`src/rtl/cr_axi4s2_mstr_pkg.sv`:
```
// cr_axi4s2_mstr_pkg: default sizing and count-width helper for the stream master.
package cr_axi4s2_mstr_pkg;
  localparam int DEF_ENTRIES = 16;
  localparam int DEF_AFULL = 1;
  localparam int DEF_AEMPTY = 1;
  localparam int FRM_W = 16;
  function automatic int cnt_w(input int n);
    return $clog2(n) + 1;
  endfunction
endpackage

```
`src/rtl/cr_structs.sv`:
```
// cr_structs: shared AXI4-stream datapath bus and ready types.
package cr_structs;
  typedef struct packed {
    logic        tvalid;
    logic        tlast;
    logic [3:0]  tid;
    logic [3:0]  tdest;
    logic [3:0]  tuser;
    logic [3:0]  tkeep;
    logic [3:0]  tstrb;
    logic [31:0] tdata;
  } axi4s_dp_bus_t;
  typedef struct packed {
    logic tready;
  } axi4s_dp_rdy_t;
endpackage

```
`src/rtl/cr_axi4s2_mstr_if.sv`:
```
// cr_axi4s2_mstr_if: producer push side, status flags and outbound stream channel.
interface cr_axi4s2_mstr_if;
  import cr_structs::*;
  logic          axi4s_mstr_wr;
  axi4s_dp_bus_t axi4s_mstr_in;
  logic          axi4s_mstr_full;
  logic          axi4s_mstr_afull;
  logic          axi4s_mstr_aempty;
  logic          axi4s_mstr_idle;
  logic          axi4s_mstr_ovfl;
  logic [15:0]   axi4s_mstr_frm_cnt;
  axi4s_dp_bus_t axi4s_ob_out;
  axi4s_dp_rdy_t axi4s_ob_in;
  modport master (
    input  axi4s_mstr_wr, axi4s_mstr_in, axi4s_ob_in,
    output axi4s_mstr_full, axi4s_mstr_afull, axi4s_mstr_aempty, axi4s_mstr_idle,
    output axi4s_mstr_ovfl, axi4s_mstr_frm_cnt, axi4s_ob_out
  );
  modport slave (
    output axi4s_mstr_wr, axi4s_mstr_in, axi4s_ob_in,
    input  axi4s_mstr_full, axi4s_mstr_afull, axi4s_mstr_aempty, axi4s_mstr_idle,
    input  axi4s_mstr_ovfl, axi4s_mstr_frm_cnt, axi4s_ob_out
  );
endinterface

```
`src/rtl/cr_axi4s2_mstr_fifo.sv`:
```
// cr_axi4s2_mstr_fifo: flop-array circular buffer with count and registered flags.
module cr_axi4s2_mstr_fifo
  import cr_structs::*, cr_axi4s2_mstr_pkg::*;
#(
  parameter int N_ENTRIES = DEF_ENTRIES,
  parameter int N_AFULL_VAL = DEF_AFULL,
  parameter int N_AEMPTY_VAL = DEF_AEMPTY
) (
  input  logic          clk,
  input  logic          rst_n,
  input  logic          push,
  input  logic          pop,
  input  axi4s_dp_bus_t wr_data,
  output axi4s_dp_bus_t rd_data,
  output logic          empty,
  output logic          full,
  output logic          afull,
  output logic          aempty
);
  localparam int CW = cnt_w(N_ENTRIES);
  localparam int AW = CW - 1;
  axi4s_dp_bus_t mem [N_ENTRIES];
  logic [AW-1:0] wr_ptr, rd_ptr;
  logic [CW-1:0] cnt, cnt_nxt;
  assign cnt_nxt = cnt + CW'(push) - CW'(pop);
  assign empty = cnt == '0;
  assign rd_data = mem[rd_ptr];
  // flags are decoded from the next count so they move on the same edge as the count
  always_ff @(posedge clk or negedge rst_n) begin
    if (!rst_n) begin
      wr_ptr <= '0;
      rd_ptr <= '0;
      cnt    <= '0;
      full   <= 1'b0;
      afull  <= 1'b0;
      aempty <= 1'b1;
    end else begin
      wr_ptr <= wr_ptr + AW'(push);
      rd_ptr <= rd_ptr + AW'(pop);
      cnt    <= cnt_nxt;
      full   <= cnt_nxt == CW'(N_ENTRIES);
      afull  <= cnt_nxt >= CW'(N_ENTRIES - N_AFULL_VAL);
      aempty <= cnt_nxt <= CW'(N_AEMPTY_VAL);
    end
  end
  always_ff @(posedge clk) begin
    if (push) mem[wr_ptr] <= wr_data;
  end
endmodule

```
`src/rtl/cr_axi4s2_mstr.sv`:
```
// cr_axi4s2_mstr: buffered AXI4-stream transmit endpoint with registered output stage.
module cr_axi4s2_mstr
  import cr_structs::*, cr_axi4s2_mstr_pkg::*;
#(
  parameter int N_ENTRIES = DEF_ENTRIES,
  parameter int N_AFULL_VAL = DEF_AFULL,
  parameter int N_AEMPTY_VAL = DEF_AEMPTY
) (
  input logic              clk,
  input logic              rst_n,
  cr_axi4s2_mstr_if.master bus
);
  logic          push, pop, hs, empty, full, ovfl;
  logic [FRM_W-1:0] frm_cnt;
  axi4s_dp_bus_t head, or_q, or_nxt;
  assign hs   = or_q.tvalid & bus.axi4s_ob_in.tready;
  assign push = bus.axi4s_mstr_wr & ~full;
  assign pop  = ~empty & (~or_q.tvalid | hs);
  cr_axi4s2_mstr_fifo #(
    .N_ENTRIES(N_ENTRIES),
    .N_AFULL_VAL(N_AFULL_VAL),
    .N_AEMPTY_VAL(N_AEMPTY_VAL)
  ) u_fifo (
    .clk(clk),
    .rst_n(rst_n),
    .push(push),
    .pop(pop),
    .wr_data(bus.axi4s_mstr_in),
    .rd_data(head),
    .empty(empty),
    .full(full),
    .afull(bus.axi4s_mstr_afull),
    .aempty(bus.axi4s_mstr_aempty)
  );
  // the tvalid bit of the output register doubles as its occupancy flag
  always_comb begin
    or_nxt = pop ? head : or_q;
    or_nxt.tvalid = pop | (or_q.tvalid & ~hs);
  end
  always_ff @(posedge clk or negedge rst_n) begin
    if (!rst_n) begin
      or_q    <= '0;
      ovfl    <= 1'b0;
      frm_cnt <= '0;
    end else begin
      or_q    <= or_nxt;
      ovfl    <= ovfl | (bus.axi4s_mstr_wr & full);
      frm_cnt <= frm_cnt + FRM_W'(hs & or_q.tlast);
    end
  end
  assign bus.axi4s_ob_out       = or_q;
  assign bus.axi4s_mstr_full    = full;
  assign bus.axi4s_mstr_idle    = empty & ~or_q.tvalid;
  assign bus.axi4s_mstr_ovfl    = ovfl;
  assign bus.axi4s_mstr_frm_cnt = frm_cnt;
endmodule

```
`src/flat_wrapper.sv`:
```
// flat-port wrapper written by rule: the top's interface ports become plain ports
module cr_axi4s2_mstr_flat import cr_structs::*, cr_axi4s2_mstr_pkg::*;
#(
  parameter int N_ENTRIES = DEF_ENTRIES,
  parameter int N_AFULL_VAL = DEF_AFULL,
  parameter int N_AEMPTY_VAL = DEF_AEMPTY
)
  (clk, rst_n, bus_axi4s_mstr_wr, bus_axi4s_mstr_in, bus_axi4s_ob_in, bus_axi4s_mstr_full, bus_axi4s_mstr_afull, bus_axi4s_mstr_aempty, bus_axi4s_mstr_idle, bus_axi4s_mstr_ovfl, bus_axi4s_mstr_frm_cnt, bus_axi4s_ob_out);
  cr_axi4s2_mstr_if bus_i ();
  input logic clk;
  input logic rst_n;
  input wire logic [$bits(bus_i.axi4s_mstr_wr)-1:0] bus_axi4s_mstr_wr;
  input wire logic [$bits(bus_i.axi4s_mstr_in)-1:0] bus_axi4s_mstr_in;
  input wire logic [$bits(bus_i.axi4s_ob_in)-1:0] bus_axi4s_ob_in;
  output wire logic [$bits(bus_i.axi4s_mstr_full)-1:0] bus_axi4s_mstr_full;
  output wire logic [$bits(bus_i.axi4s_mstr_afull)-1:0] bus_axi4s_mstr_afull;
  output wire logic [$bits(bus_i.axi4s_mstr_aempty)-1:0] bus_axi4s_mstr_aempty;
  output wire logic [$bits(bus_i.axi4s_mstr_idle)-1:0] bus_axi4s_mstr_idle;
  output wire logic [$bits(bus_i.axi4s_mstr_ovfl)-1:0] bus_axi4s_mstr_ovfl;
  output wire logic [$bits(bus_i.axi4s_mstr_frm_cnt)-1:0] bus_axi4s_mstr_frm_cnt;
  output wire logic [$bits(bus_i.axi4s_ob_out)-1:0] bus_axi4s_ob_out;
  assign bus_i.axi4s_mstr_wr = bus_axi4s_mstr_wr;
  assign bus_i.axi4s_mstr_in = bus_axi4s_mstr_in;
  assign bus_i.axi4s_ob_in = bus_axi4s_ob_in;
  assign bus_axi4s_mstr_full = bus_i.axi4s_mstr_full;
  assign bus_axi4s_mstr_afull = bus_i.axi4s_mstr_afull;
  assign bus_axi4s_mstr_aempty = bus_i.axi4s_mstr_aempty;
  assign bus_axi4s_mstr_idle = bus_i.axi4s_mstr_idle;
  assign bus_axi4s_mstr_ovfl = bus_i.axi4s_mstr_ovfl;
  assign bus_axi4s_mstr_frm_cnt = bus_i.axi4s_mstr_frm_cnt;
  assign bus_axi4s_ob_out = bus_i.axi4s_ob_out;
  cr_axi4s2_mstr #(.N_ENTRIES(N_ENTRIES), .N_AFULL_VAL(N_AFULL_VAL), .N_AEMPTY_VAL(N_AEMPTY_VAL)) u_core (.clk(clk), .rst_n(rst_n), .bus(bus_i));
endmodule
```
`config.mk`:
```
export PLATFORM = sky130hd
export DESIGN_NAME = cr_axi4s2_mstr_flat
export DESIGN_NICKNAME = d
export VERILOG_FILES = /design/src/rtl/cr_axi4s2_mstr_pkg.sv /design/src/rtl/cr_structs.sv /design/src/rtl/cr_axi4s2_mstr_if.sv /design/src/rtl/cr_axi4s2_mstr_fifo.sv /design/src/rtl/cr_axi4s2_mstr.sv /design/src/flat_wrapper.sv
export SDC_FILE = /design/constraint.sdc
export NUM_CORES = 1
export LEC_CHECK = 0
export ABC_AREA = 1
export ABC_CLOCK_PERIOD_IN_PS = 3500
export CAP_MARGIN = 20
export CORE_MARGIN = 2
export CORE_UTILIZATION = 41
export DETAILED_ROUTE_END_ITERATION = 8
export PLACE_DENSITY_LB_ADDON = 0.08
export SLEW_MARGIN = 20
export SYNTH_ARGS = -nofsm -noshare
export SYNTH_HDL_FRONTEND = slang
export SYNTH_SLANG_ARGS = --single-unit
```
`constraint.sdc`:
```
create_clock -name clk -period 3.5 [get_ports clk]
set_input_delay 0.7 -clock clk [delete_from_list [all_inputs] [get_ports clk]]
set_output_delay 0.7 -clock clk [all_outputs]
set_load 0.005 [all_outputs]
```
After elaboration in Yosys (flattened, before gate mapping) --
Memories as Yosys holds them, arrays and structs flattened. A register that Yosys moved wholly into a read port is not among the register bits. Cells that the tools add are included. W data, S select, Z words.
Storage, ports and cells: register bits 34, bits in writable memories 864, input bits 58, output and inout port bits 75, memories 1
Memories:
- u_core.u_fifo.mem | depth 16, bits a word 54, read ports 1, clocked after memory_dff 1, write ports 1, RTL line cr_axi4s2_mstr_fifo.sv:22 | axi4s_dp_bus_t mem [N_ENTRIES];
Cells by class: add/subtract/negate cells 5, order comparisons 2, equal/unequal tests 1, mux-type cells 2, bitwise logic cells 14, reduce and logical (&&, ||, !) cells 2
Operator list (count):
- $add A16 B16 Y16 | 1
- $add A4 B1 Y4 | 2
- $and A1 B1 Y1 | 7
- $add A5 B1 Y5 | 1
- $eq A5 B5 Y1 const B | 1
- $ge A5 B4 Y1 const B | 1
- $le A5 B1 Y1 const B | 1
- $logic_not A5 Y1 | 1
- $sub A5 B1 Y5 | 1
- $not A1 Y1 | 4
- $or A1 B1 Y1 | 3
- $mux W1 | 2
- $logic_not A1 Y1 | 1

Logic depth before layout (Yosys ltp) --
Gate-level depths: netlist of the first run.
word-level depth 5, mapped depth 18, depth with buffers taken out 17

Hierarchy --
Synthesis of the first run repeated with hierarchy kept, for this count alone.
Unflattened totals: cell total of the unflattened synthesis 3898, area total of the unflattened synthesis 40746.6 µm²
By module, submodules not included:
- cr_axi4s2_mstr_fifo | instances 1, cells each 3574, area an instance 37835.0 µm², seq. area each 26346.5 µm²
- cr_axi4s2_mstr | instances 1, cells each 324, area an instance 2911.5 µm², seq. area each 1776.7 µm²

Worst setup path before layout of the first run --
OpenSTA, ideal clock, no wires.
path type input to register, start point input bus_axi4s_mstr_wr, end point memory u_core.u_fifo.mem[0][0] in the netlist's numbering (enable), library setup time 464 ps, arrival 3443 ps, data required time 3036 ps, setup slack -406 ps, cell stages on the path 6, cells stage by stage inv_1 > nor2_1 > inv_1 > nor2_1 > nand2_1 > nor2_1
Between the ends: longest elaborated chain between the ends 3
RTL lines:
- start: declaration | RTL line flat_wrapper.sv:12 | input wire logic [$bits(bus_i.axi4s_mstr_wr)-1:0] bus_axi4s_mstr_wr;
- $and A1 B1 Y1 | RTL line cr_axi4s2_mstr.sv:17 | assign push = bus.axi4s_mstr_wr & ~full;
- $mux W1 | RTL line cr_axi4s2_mstr_fifo.sv:47 | if (push) mem[wr_ptr] <= wr_data;
- $mux W1 (implied by the code) | RTL line cr_axi4s2_mstr_fifo.sv:47
- end: declaration | RTL line cr_axi4s2_mstr_fifo.sv:22
Every way passes these cells.

Worst setup path in the final report of the first run --
start point register u_core.u_fifo.cnt[3], end point output bus_axi4s_mstr_idle
Between the ends: longest elaborated chain between the ends 2
RTL lines:
- start: declaration | RTL line cr_axi4s2_mstr_fifo.sv:24 | logic [CW-1:0] cnt, cnt_nxt;
- start signal: assignment | RTL line cr_axi4s2_mstr_fifo.sv:40 | cnt <= cnt_nxt;
- $logic_not A5 Y1 | RTL line cr_axi4s2_mstr_fifo.sv:26 | assign empty = cnt == '0;
- $and A1 B1 Y1 | RTL line cr_axi4s2_mstr.sv:53 | assign bus.axi4s_mstr_idle = empty & ~or_q.tvalid;
- end: declaration | RTL line flat_wrapper.sv:18 | output wire logic [$bits(bus_i.axi4s_mstr_idle)-1:0] bus_axi4s_mstr_idle;
Every way passes these cells.

==> impl_results.md, run 1 <==
* Critical path's slowest cell: clkdlybuf4s50_1
* # DRC at 0
* CP delay by family, top: buffers and inverters
* Worst-path cell chain: inv_1, ha_1, inv_1, nor2_1, nand2_1, nor2_1, clkdlybuf4s50_1
* Clock Path Buffers at 3
* Max-cap violations at 0
* DP Wirelength at 50000 µm
* Final Net Count at 3360
* Routability congestion estimate at 0.769
* FP Rows at 110
* Sink Count at roughly 940
* Static Leak at between 0.015 and 0.02 µW
* Fraction of layout cells with a size suffix above 1 at approximately 7.1%
* Yosys cell types at 29
* Initial core utilization at 41.3%
* Root buffer cell: clkbuf_16
* Clock Pin Slew Worst Setup and Hold Paths at ~0.05 ns
* Global-route wire length before repair at between 100000 and 150000 µm
* Pins Over Slew Limit at 0
* Worst-margin pin slew at 1.16 ns
* Core region area at roughly 0.09 mm²
* Commonest cells after routing, fill and taps aside: 1305 x nand2_1, 848 x edfxtp_1, 492 x nand3_1
* Port Buffer Count at 131
* Power density over the cells at between 800 and 900 mW/mm²
* Commonest non-fill, non-tap cell in the layout: nand2_1
* Hold_buf cts at 0
* Sequential share of the synthesized area at 74.3%
* Synthesized cell area at 0.0372 mm²
* Synth top area share at between 60% and 70%
* Post_cts resized at 0
* Final-report hold violation count at 0
* Post-layout min period at 2.83 ns
* I/O pin count at 133
* Crit. End Element: output port
* Buf+Inv Stages, Crit Path at 3
* Syn-to-layout area delta at 17.1%
* Worst vdd ir at 0.00127 V
* Status: finished, final reports clean
* Setup TNS at 0 ns
* DR pass1 iterations at 5
* Routed Antenna Nets at 0
* Max incr delay on CP at 0.51 ns
* Insertion delay to the later sink of the worst-skew pair at 0.66 ns
* Crit path DAT at 2.13 ns
* Initial antenna violation count at 5
* Setup slack, reg-to-reg at 0.90 ns
* Required @ worst endpoint at 2.80 ns
* Fmax at 353 MHz
* Fin crit share at 80.8%
* Die area at just over 0.09 mm²
* Vias per cell at 5.24
* Die H at 305 µm
* Syn Nets at approximately 3200
* Vias at 23900
* Chip width at 305 µm
* H-tree levels at 3
* Final Core Density at 48.4%
* Critical path class: flip-flop to output port
* GRT overflow at 0
* Cells after synthesis at 3175
* Largest net degree at the start of global routing at 221
* Power, Total at 36900 µW
* Drt wl/cell at 22.0 µm
* Syn Area/Cell at 11.7 µm²
* Vias in the first global route at 23500
* Top post-synthesis cells by area: edfxtp_1 68%, nand2_1 13%, nand3_1 6.6%, dfrtp_1 5.8%, a21oi_1 1.5%
* Post-Route WL at 100000 µm
* TritonCTS Buffers at approximately 100
* Crit Path Max Fanout at 2
* Postcts setup bufs at 0
* RSZ-0062 raised after global routing: no
* Setup crit start kind: flip-flop
* Yosys reg bits at a little over 900
* Fillers at between 7000 and 8000
* Hold WC Path Type: primary input to async pin
* Cell taking the most area after synthesis: edfxtp_1
* Initial drt markers at 1834
* Headroom to the max-slew limit at 23.0%
* CTS tree: built
* Setup Viol. Count Final at 0
* Yosys warnings at 0
* All-Layer GR Usage at 21.4%
* Clock Skews at 0.0264 ns
[layout make-up]
class                           count  area, µm²  share of cell area (%)
Antenna cell                        3       7.51                  0.0172
Timing Repair Buffer              191       2210                    5.07
Tap cell                         1176       1470                    3.38
Multi-Input combinational cell   2037       8770                    20.1
Clock buffer                      131       2730                    6.27
Clock inverter                     56        614                    1.41
Sequential cell                   935      27700                    63.5
Inverter                           25        109                   0.250
[final timing paths]
kind	startpoint	endpoint	depth (start not counted)
min reg2reg	u_core.bus.axi4s_mstr_ovfl	u_core.bus.axi4s_mstr_ovfl	1
min	rst_n	u_core.bus.axi4s_ob_out[33]	1
max in group asynchronous	rst_n	u_core.bus.axi4s_ob_out[43]	2
max reg2reg	u_core.u_fifo.cnt[3]	u_core.u_fifo.aempty	14
min in group clk	u_core.bus.axi4s_mstr_ovfl	u_core.bus.axi4s_mstr_ovfl	1
max	u_core.u_fifo.cnt[3]	bus_axi4s_mstr_idle	7
[stage by stage]
stage / hold slack [ns] / instance area, µm² / instances / setup slack (ns)
after CTS: 0.114 / 43600 / 4551 / 0.622
after floorplan: 0.404 / 37200 / 3175 / -0.406
after global routing: 0.139 / 43600 / 4553 / 0.460
after detailed placement: 0.449 / 40200 / 4364 / 0.276
final: 0.123 / 43600 / 4554 / 0.671
after global placement: 0.439 / 40200 / 4364 / 0.274
[state kept, by name (all words and copies together) (netlist names)]
| signal | count |
|---|---|
| u_core.u_fifo.afull | 1 |
| u_core.bus.axi4s_ob_out | 54 |
| u_core.bus.axi4s_mstr_frm_cnt | 16 |
| u_core.u_fifo.aempty | 1 |
| u_core.u_fifo.rd_ptr | 4 |
| u_core.u_fifo.wr_ptr | 4 |
| u_core.bus.axi4s_mstr_ovfl | 1 |
| u_core.u_fifo.cnt | 5 |
| u_core.u_fifo.full | 1 |
| u_core.u_fifo.mem | 848 |
[synthesized netlist by cell type]
master    instances
clkbuf_1         53
nor4_1            1
o21bai_1          1
a21oi_1         108
ha_1             10
o21ai_1           1
nand3b_1          1
nand2_1        1306
nor2_2            1
inv_1            20
nor2_1           86
fa_1              1
a21o_1            1
buf_2            85
dfstp_2           1
xnor2_1           3
nor2_4            1
buf_1            24
nand3_1         492
and3_1            1
dfrtp_1          86
buf_4            15
o211ai_1          1
buf_6             1
xor2_1           15
nand4_1           1
inv_2             5
edfxtp_1        848
nor3_1            6
[metal layers]
layer | GRT usage, % | part of all wire, % | up-vias
met4 | 5.85 | 2.1 | 2
met2 | 35.7 | 48 | 707
met1 | 29.7 | 45 | 11800
met5 | 0 | 0.0090 | -
met3 | 2.87 | 5.5 | 148
li1 | - | - | 11200
[cells by family (layout without fill, tap and decap cells)]
group | count (synthesis) | in the layout | synth area share, %
flops | 935 | 935 | 74.3
xor+xnor | 18 | 18 | 0.424
other cells | 0 | 3 | 0
fa+ha+maj | 11 | 11 | 0.390
compound gates | 112 | 112 | 1.53
simple gates | 1896 | 1896 | 20.9
buf+inv | 203 | 403 | 2.51
[where the power goes]
| part | switching, µW | internal (µW) |
|---|---|---|
| Combinational | 8140 | 3610 |
| Sequential | 636 | 13800 |
| Clock | 4370 | 6390 |
| Total | 13100 | 23800 |
(Power assumes the default switching activity.)
==> run 2: changes to the inputs <==
--- a/config.mk
+++ b/config.mk
@@ -6,7 +6,7 @@
 export NUM_CORES = 1
 export LEC_CHECK = 0
 export ABC_AREA = 1
-export ABC_CLOCK_PERIOD_IN_PS = 3500
+export ABC_CLOCK_PERIOD_IN_PS = 2300
 export CAP_MARGIN = 20
 export CORE_MARGIN = 2
 export CORE_UTILIZATION = 41
==> constraint.sdc (replaced) <==
create_clock -name clk -period 2.3 [get_ports clk]
set_input_delay 0.46 -clock clk [delete_from_list [all_inputs] [get_ports clk]]
set_output_delay 0.46 -clock clk [all_outputs]
set_load 0.005 [all_outputs]
==> impl_results.md, run 2 (synthesized netlist as in run 1, its figures left out) <==
* Power density over the cells at 1290 mW/mm² (+52%)
* Clock Path Buffers at 3 (unchanged)
* Failing checks: negative setup slack
* Root buffer cell: clkbuf_16
* Initial core utilization at 41.3% (unchanged)
* Crit Path Max Fanout at 2 (unchanged)
* DR pass1 iterations at 5 (unchanged)
* Final-report hold violation count at 0 (unchanged)
* Register area at 0.0277 mm² (unchanged)
* Multi-input logic area at 0.00884 mm² (+0.76%)
* Setup Viol. Count Final at 2 (+2)
* Commonest non-fill, non-tap cell in the layout: nand2_1
* Post-Route WL at 103000 µm (+2.7%)
* H-tree levels at 3 (unchanged)
* Setup TNS at -0.0319 ns (-0.0319 ns)
* DP Wirelength at 58500 µm (+17%)
* Initial drt markers at 2096 (+14%)
* Worst r2r path cells at 15 (+1)
* Fmax at approximately 430 MHz
* Crit path DAT at 1.87 ns (-0.26 ns)
* Post-Layout Inst Area at 0.0450 mm² (+3.3%)
* Final Net Count at 3474 (+3.4%)
* Initial antenna violation count at 1 (-4)
* All-Layer GR Usage at 22.0% (+0.57 points)
* Fraction of layout cells with a size suffix above 1 at 10.4% (+3.3 points)
* Worst Setup SP: u_core.u_fifo.cnt[3]
* Setup slack, reg-to-reg at 0 ns (-0.90 ns)
* Routed Antenna Nets at 0 (unchanged)
* Setup ws final at -0.0281 ns (-0.699 ns)
* Fin crit share at 101%
* Required @ worst endpoint at 1.84 ns (-0.96 ns)
* Vias per cell at 5.24 (about the same)
* Status: complete, but fails checks
* Placed Instance Area at 0.0414 mm² (+3.0%)
* Setup crit start kind: flip-flop
* Headroom to the max-slew limit at 48.5% (+26 points)
* Die H at 305 µm (unchanged)
* R2R Path Start: u_core.u_fifo.cnt[3]
* Hold WC Path Type: primary input to async pin
* Clock Skews at 0.0228 ns (-0.00363 ns)
* Syn-to-layout area delta at 20.9%
* Routability congestion estimate at 0.788 (+2.6%)
* Final Core Density at 50.0% (+1.6 points)
* Clock Pin Slew Worst Setup and Hold Paths at 0.06 ns (about the same)
* Finished Layout Cells at 4664 (+2.4%)
* Global-route wire length before repair at 154000 µm (+3.2%)
* Chip width at 305 µm (unchanged)
* Commonest cells after routing, fill and taps aside: 1300 x nand2_1, 848 x edfxtp_1, 491 x nand3_1
* FP Rows at 110 (unchanged)
* Worst vdd ir at 0.000763 V (-40%)
* Crit. End Element: output port
* # placed instances at 4458 (+2.2%)
* Worst-margin pin slew at 0.770 ns (-0.386 ns)
* Pins Over Slew Limit at 0 (unchanged)
* Die area at 0.0932 mm² (unchanged)
* I/O pin count at 133 (unchanged)
* Antenna Cells at 0 (-3)
* Core region area at 0.0900 mm² (unchanged)
* Drt wl/cell at 22.0 µm (+0.24%)
* Insertion delay to the later sink of the worst-skew pair at 0.67 ns (about the same)
* CTS tree: built
* Critical path class: flip-flop to output port
* Fillers at 7941 (-0.51%)
* Post-layout min period at 2.33 ns
* Max FFs per register at 848 (unchanged)
* Port Buffer Count at 131 (unchanged)
* Largest net degree at the start of global routing at 92 (-58%)
* Vias in the first global route at 24200 (+2.8%)
* RSZ-0062 raised after global routing: yes
* R2r endpoint: u_core.u_fifo.full
* Vias at 24500 (+2.5%)
* Sink Count at 935 (unchanged)
* Static Leak at 0.0170 µW (+4.3%)
* GRT overflow at 0 (unchanged)
* Most flops, register: u_core.u_fifo.mem
* Max-cap violations at 0 (unchanged)
* TritonCTS Buffers at 100 (-0.99%)
* # DRC at 0 (unchanged)
run 2: critical path, stage by stage, from the launching register on:
cell and delay, ns:
dfrtp_1 0.39, inv_2 0.09, ha_4 0.13, inv_2 0.04, nor2_4 0.08, nand2_2 0.07
buf_4 0.14, buf_6 0.11, nor2_2 0.06, buf_2 0.11
run 2: layout make-up:
| class | count | share of cell area, % |
|---|---|---|
| flip-flops and latches | 935 | 61.5 |
| inverters | 25 | 0.242 |
| well taps | 1176 | 3.27 |
| multi-input cells | 2037 | 19.6 |
| clock inverters | 51 | 1.35 |
| repair buffers | 306 | 7.98 |
| clock buffers | 134 | 6.05 |
run 2: what timing repair did:
item,CTS,global route
hold buffers,1,0
resized for setup,20,6
pin swaps,7,8
setup endpoints to repair,5,20
setup buffers,14,8
hold endpoints to repair,28,0
run 2: worst max path at each step:
stage	endpoint	slack (ns)	depth (start not counted)
after global routing	u_core.u_fifo.full	-0.15	15
final	bus_axi4s_mstr_idle	-0.03	9
after global placement	u_core.u_fifo.mem[8][38]	-0.52	10
after CTS	u_core.u_fifo.aempty	-0.02	15
after detailed placement	u_core.u_fifo.mem[8][35]	-0.50	10
after floorplan	u_core.u_fifo.mem[0][0]	-0.53	6
run 2: report_power, final:
group          switching [µW]  total (µW)  internal (µW)
registers                 981       22000          21000
clock network            6560       16300           9760
logic                   12900       19600           6660
run 2: routing by layer:
metal | global-route usage (%) | wire (µm) | share of wire (%) | vias up
li1 | - | - | - | 11400
met1 | 31.2 | 46500 | 45 | 12200
met2 | 36.1 | 49100 | 48 | 684
met3 | 3.11 | 5400 | 5.3 | 136
met4 | 4.94 | 1840 | 1.8 | 2
met5 | 0 | 12 | 0.012 | -
run 2: through the flow:
step	power, µW	hold WS [ns]	setup slack (ns)
after global routing	61200	0.395	-0.154
after floorplan	33100	0.164	-0.528
final	57900	0.371	-0.0281
after detailed placement	41700	0.464	-0.496
after global placement	41500	0.449	-0.520
after CTS	58300	0.359	-0.0222
==> run 3: changes to the inputs <==
--- a/config.mk
+++ b/config.mk
@@ -16,3 +16,4 @@
 export SYNTH_ARGS = -nofsm -noshare
 export SYNTH_HDL_FRONTEND = slang
 export SYNTH_SLANG_ARGS = --single-unit
+export TNS_END_PERCENT = 20
==> constraint.sdc (replaced) <==
create_clock -name clk -period 2.3 [get_ports clk]
set_input_delay 0.69 -clock clk [delete_from_list [all_inputs] [get_ports clk]]
set_output_delay 0.69 -clock clk [all_outputs]
set_load 0.005 [all_outputs]
==> impl_results.md, run 3 (synthesized netlist as in run 1, its figures left out) <==
* Largest net degree at the start of global routing at 149 (+62%)
* Drt wl/cell at 21.9 µm (-0.45%)
* Clock Pin Slew Worst Setup and Hold Paths at 0.06 ns (about the same)
* FP Rows at 110 (unchanged)
* Max incr delay on CP at 0.39 ns (about the same)
* Most flops, register: u_core.u_fifo.mem
* Buf+Inv Stages, Crit Path at 4 (-1)
* TritonCTS Buffers at 100 (unchanged)
* Die H at 305 µm (unchanged)
* Root buffer cell: clkbuf_16
* CTS tree: built
* RSZ-0062 raised after global routing: yes
* R2r endpoint: u_core.u_fifo.aempty
* Power density over the cells at 1280 mW/mm² (-0.36%)
* DP Wirelength at 55900 µm (-4.6%)
* Critical path's slowest cell: dfrtp_1
* Static Leak at 0.0169 µW (-0.61%)
* Max-cap violations at 0 (unchanged)
* Final-report hold violation count at 0 (unchanged)
* Initial antenna violation count at 2 (+1)
* Most frequent cell on the critical path: inv_2
* H-tree levels at 3 (unchanged)
* Worst-path cell chain: inv_2, ha_4, inv_2, nor2_4, nand2_2, buf_6, nor2_1, buf_2
* Fmax at 411 MHz (-4.4%)
* Failing checks: negative setup slack
* Crit path DAT at 1.75 ns (-0.12 ns)
* # DRC at 0 (unchanged)
* DR pass1 iterations at 7 (+2)
* Final Net Count at 3443 (-0.89%)
* Finished Layout Cells at 4633 (-0.66%)
* CP delay by family, top: flip-flops
* Port Buffer Count at 131 (unchanged)
* R2R Path Start: u_core.u_fifo.cnt[2]
* Fraction of layout cells with a size suffix above 1 at 10.2% (-0.25 points)
* Headroom to the max-slew limit at 32.6% (-16 points)
* Crit Path Max Fanout at 2 (unchanged)
* GRT overflow at 0 (unchanged)
* Setup crit start kind: flip-flop
* Initial core utilization at 41.3% (unchanged)
* Insertion delay to the later sink of the worst-skew pair at 0.65 ns (-0.02 ns)
* Status: complete, but fails checks
* Commonest cells after routing, fill and taps aside: 1299 x nand2_1, 848 x edfxtp_1, 488 x nand3_1
* Hold WC Path Type: primary input to async pin
* Post-layout min period at 2.44 ns (+0.107 ns)
* Fin crit share at 106% (+4.7 points)
* Worst r2r path cells at 15 (unchanged)
* Commonest non-fill, non-tap cell in the layout: nand2_1
* Die area at 0.0932 mm² (unchanged)
* Routed Antenna Nets at 0 (unchanged)
* Pre-CTS setup slack at -0.637 ns (-0.141 ns)
* Chip width at 305 µm (unchanged)
* Vias per cell at 5.25 (+0.11%)
* Critical path class: flip-flop to output port
* Initial drt markers at 2140 (+2.1%)
* Crit. End Element: output port
* Syn-to-layout area delta at 19.4%
* # placed instances at 4431 (-0.61%)
* Setup slack, reg-to-reg at -0.08 ns (-0.08 ns)
* Post-Route WL at 102000 µm (-1.1%)
* Pins Over Slew Limit at 0 (unchanged)
* Required @ worst endpoint at 1.61 ns (-0.23 ns)
* Vias in the first global route at 24000 (-0.83%)
* WP depth at 8 (-1)
* Final Core Density at 49.4% (-0.62 points)
* Worst-margin pin slew at 1.01 ns (+0.242 ns)
* Worst vdd ir at 0.00108 V (+42%)
* Vias at 24300 (-0.56%)
* Setup ws final at -0.135 ns (-0.107 ns)
* Routability congestion estimate at 0.810 (+2.8%)
* Global-route wire length before repair at 154000 µm (-0.54%)
* Setup Viol. Count Final at 4 (+2)
* I/O pin count at 133 (unchanged)
* Sink Count at 935 (unchanged)
* Core region area at 0.0900 mm² (unchanged)
* Clock Path Buffers at 3 (unchanged)
* Clock Skews at 0.0118 ns (-0.0110 ns)
* Max FFs per register at 848 (unchanged)
* All-Layer GR Usage at 21.8% (-0.19 points)
==> run 3: cell count changes in the layout (fill, tap and decap cells not counted), sizes merged <==
cell and change:
clkdlybuf4s50 -35, buf -30, dlygate4sd2 +25, dlymetal6s2s +10, clkinvlp +6, bufinv -5
diode +2, inv -2, clkinv -1, dlygate4sd3 -1
==> run 3: worst max path at each step <==
stage,slack [ns],to,from
floorplan,-0.07,u_core.u_fifo.mem[0][0],bus_axi4s_mstr_wr
global placement,-0.66,u_core.u_fifo.aempty,bus_axi4s_mstr_wr
detailed placement,-0.64,u_core.u_fifo.afull,bus_axi4s_mstr_wr
CTS,-0.23,bus_axi4s_mstr_idle,u_core.u_fifo.cnt[2]
global route,-0.24,bus_axi4s_mstr_idle,u_core.u_fifo.cnt[2]
finish,-0.14,bus_axi4s_mstr_idle,u_core.u_fifo.cnt[2]
==> run 3: layer usage <==
layer  up-vias  global-route usage (%)  part of all wire [%]
met5         -                       0                     0
met4         0                    5.30                   2.0
met3       138                    3.71                   5.9
met2       693                    35.4                    47
met1     12100                    30.8                    45
li1      11400                       -                     -
==> run 3: report_power, final <==
part	switching (µW)	internal, µW	leakage, µW	total [µW]
clock network	6550	9390	0.00158	15900
registers	954	21000	0.00871	21900
logic	12800	6230	0.00663	19100
total	20300	36600	0.0169	56900
==> run 3: what timing repair did <==
| action | 4_1_cts | 5_1_grt |
|---|---|---|
| endpoints found under the setup margin | 29 | 25 |
| gates resized for setup | 42 | 20 |
| hold buffers | 0 | 0 |
| pin swaps | 9 | 9 |
| setup buffers | 12 | 6 |
==> run 3: worst register-to-register path: cells and delay by family, from the launching register on <==
kind | cells | cell delay [ns]
AND/OR/NAND/NOR | 6 | 0.69
flip-flops | 1 | 0.39
AO/OA/AOI/OAI | 1 | 0.07
buffers and inverters | 4 | 0.33
XOR/XNOR | 1 | 0.17
adder cells (fa/ha/maj) | 3 | 0.68
==> run 3: cell type report <==
cell class,count,area [µm²]
antenna,2,5.00
clock buffer,134,2790
clock inverter,49,458
fill,8011,45600
inverter,25,116
multi-input combinational,2037,8870
sequential,935,27700
tap,1176,1470
timing repair buffer,275,3060
==> run 3: per-stage QoR <==
| step | setup TNS, ns | cell area (µm²) | hold slack [ns] | power (µW) |
|---|---|---|---|---|
| final | -0.266 | 44400 | 0.0494 | 56900 |
| after global routing | -0.998 | 44400 | 0.0710 | 60200 |
| after CTS | -0.271 | 44300 | 0.0464 | 57300 |
| after detailed placement | -381.76 | 41000 | 0.447 | 41200 |
| after global placement | -384.74 | 41000 | 0.442 | 41100 |
| after floorplan | -37.66 | 37400 | 0.394 | 33200 |
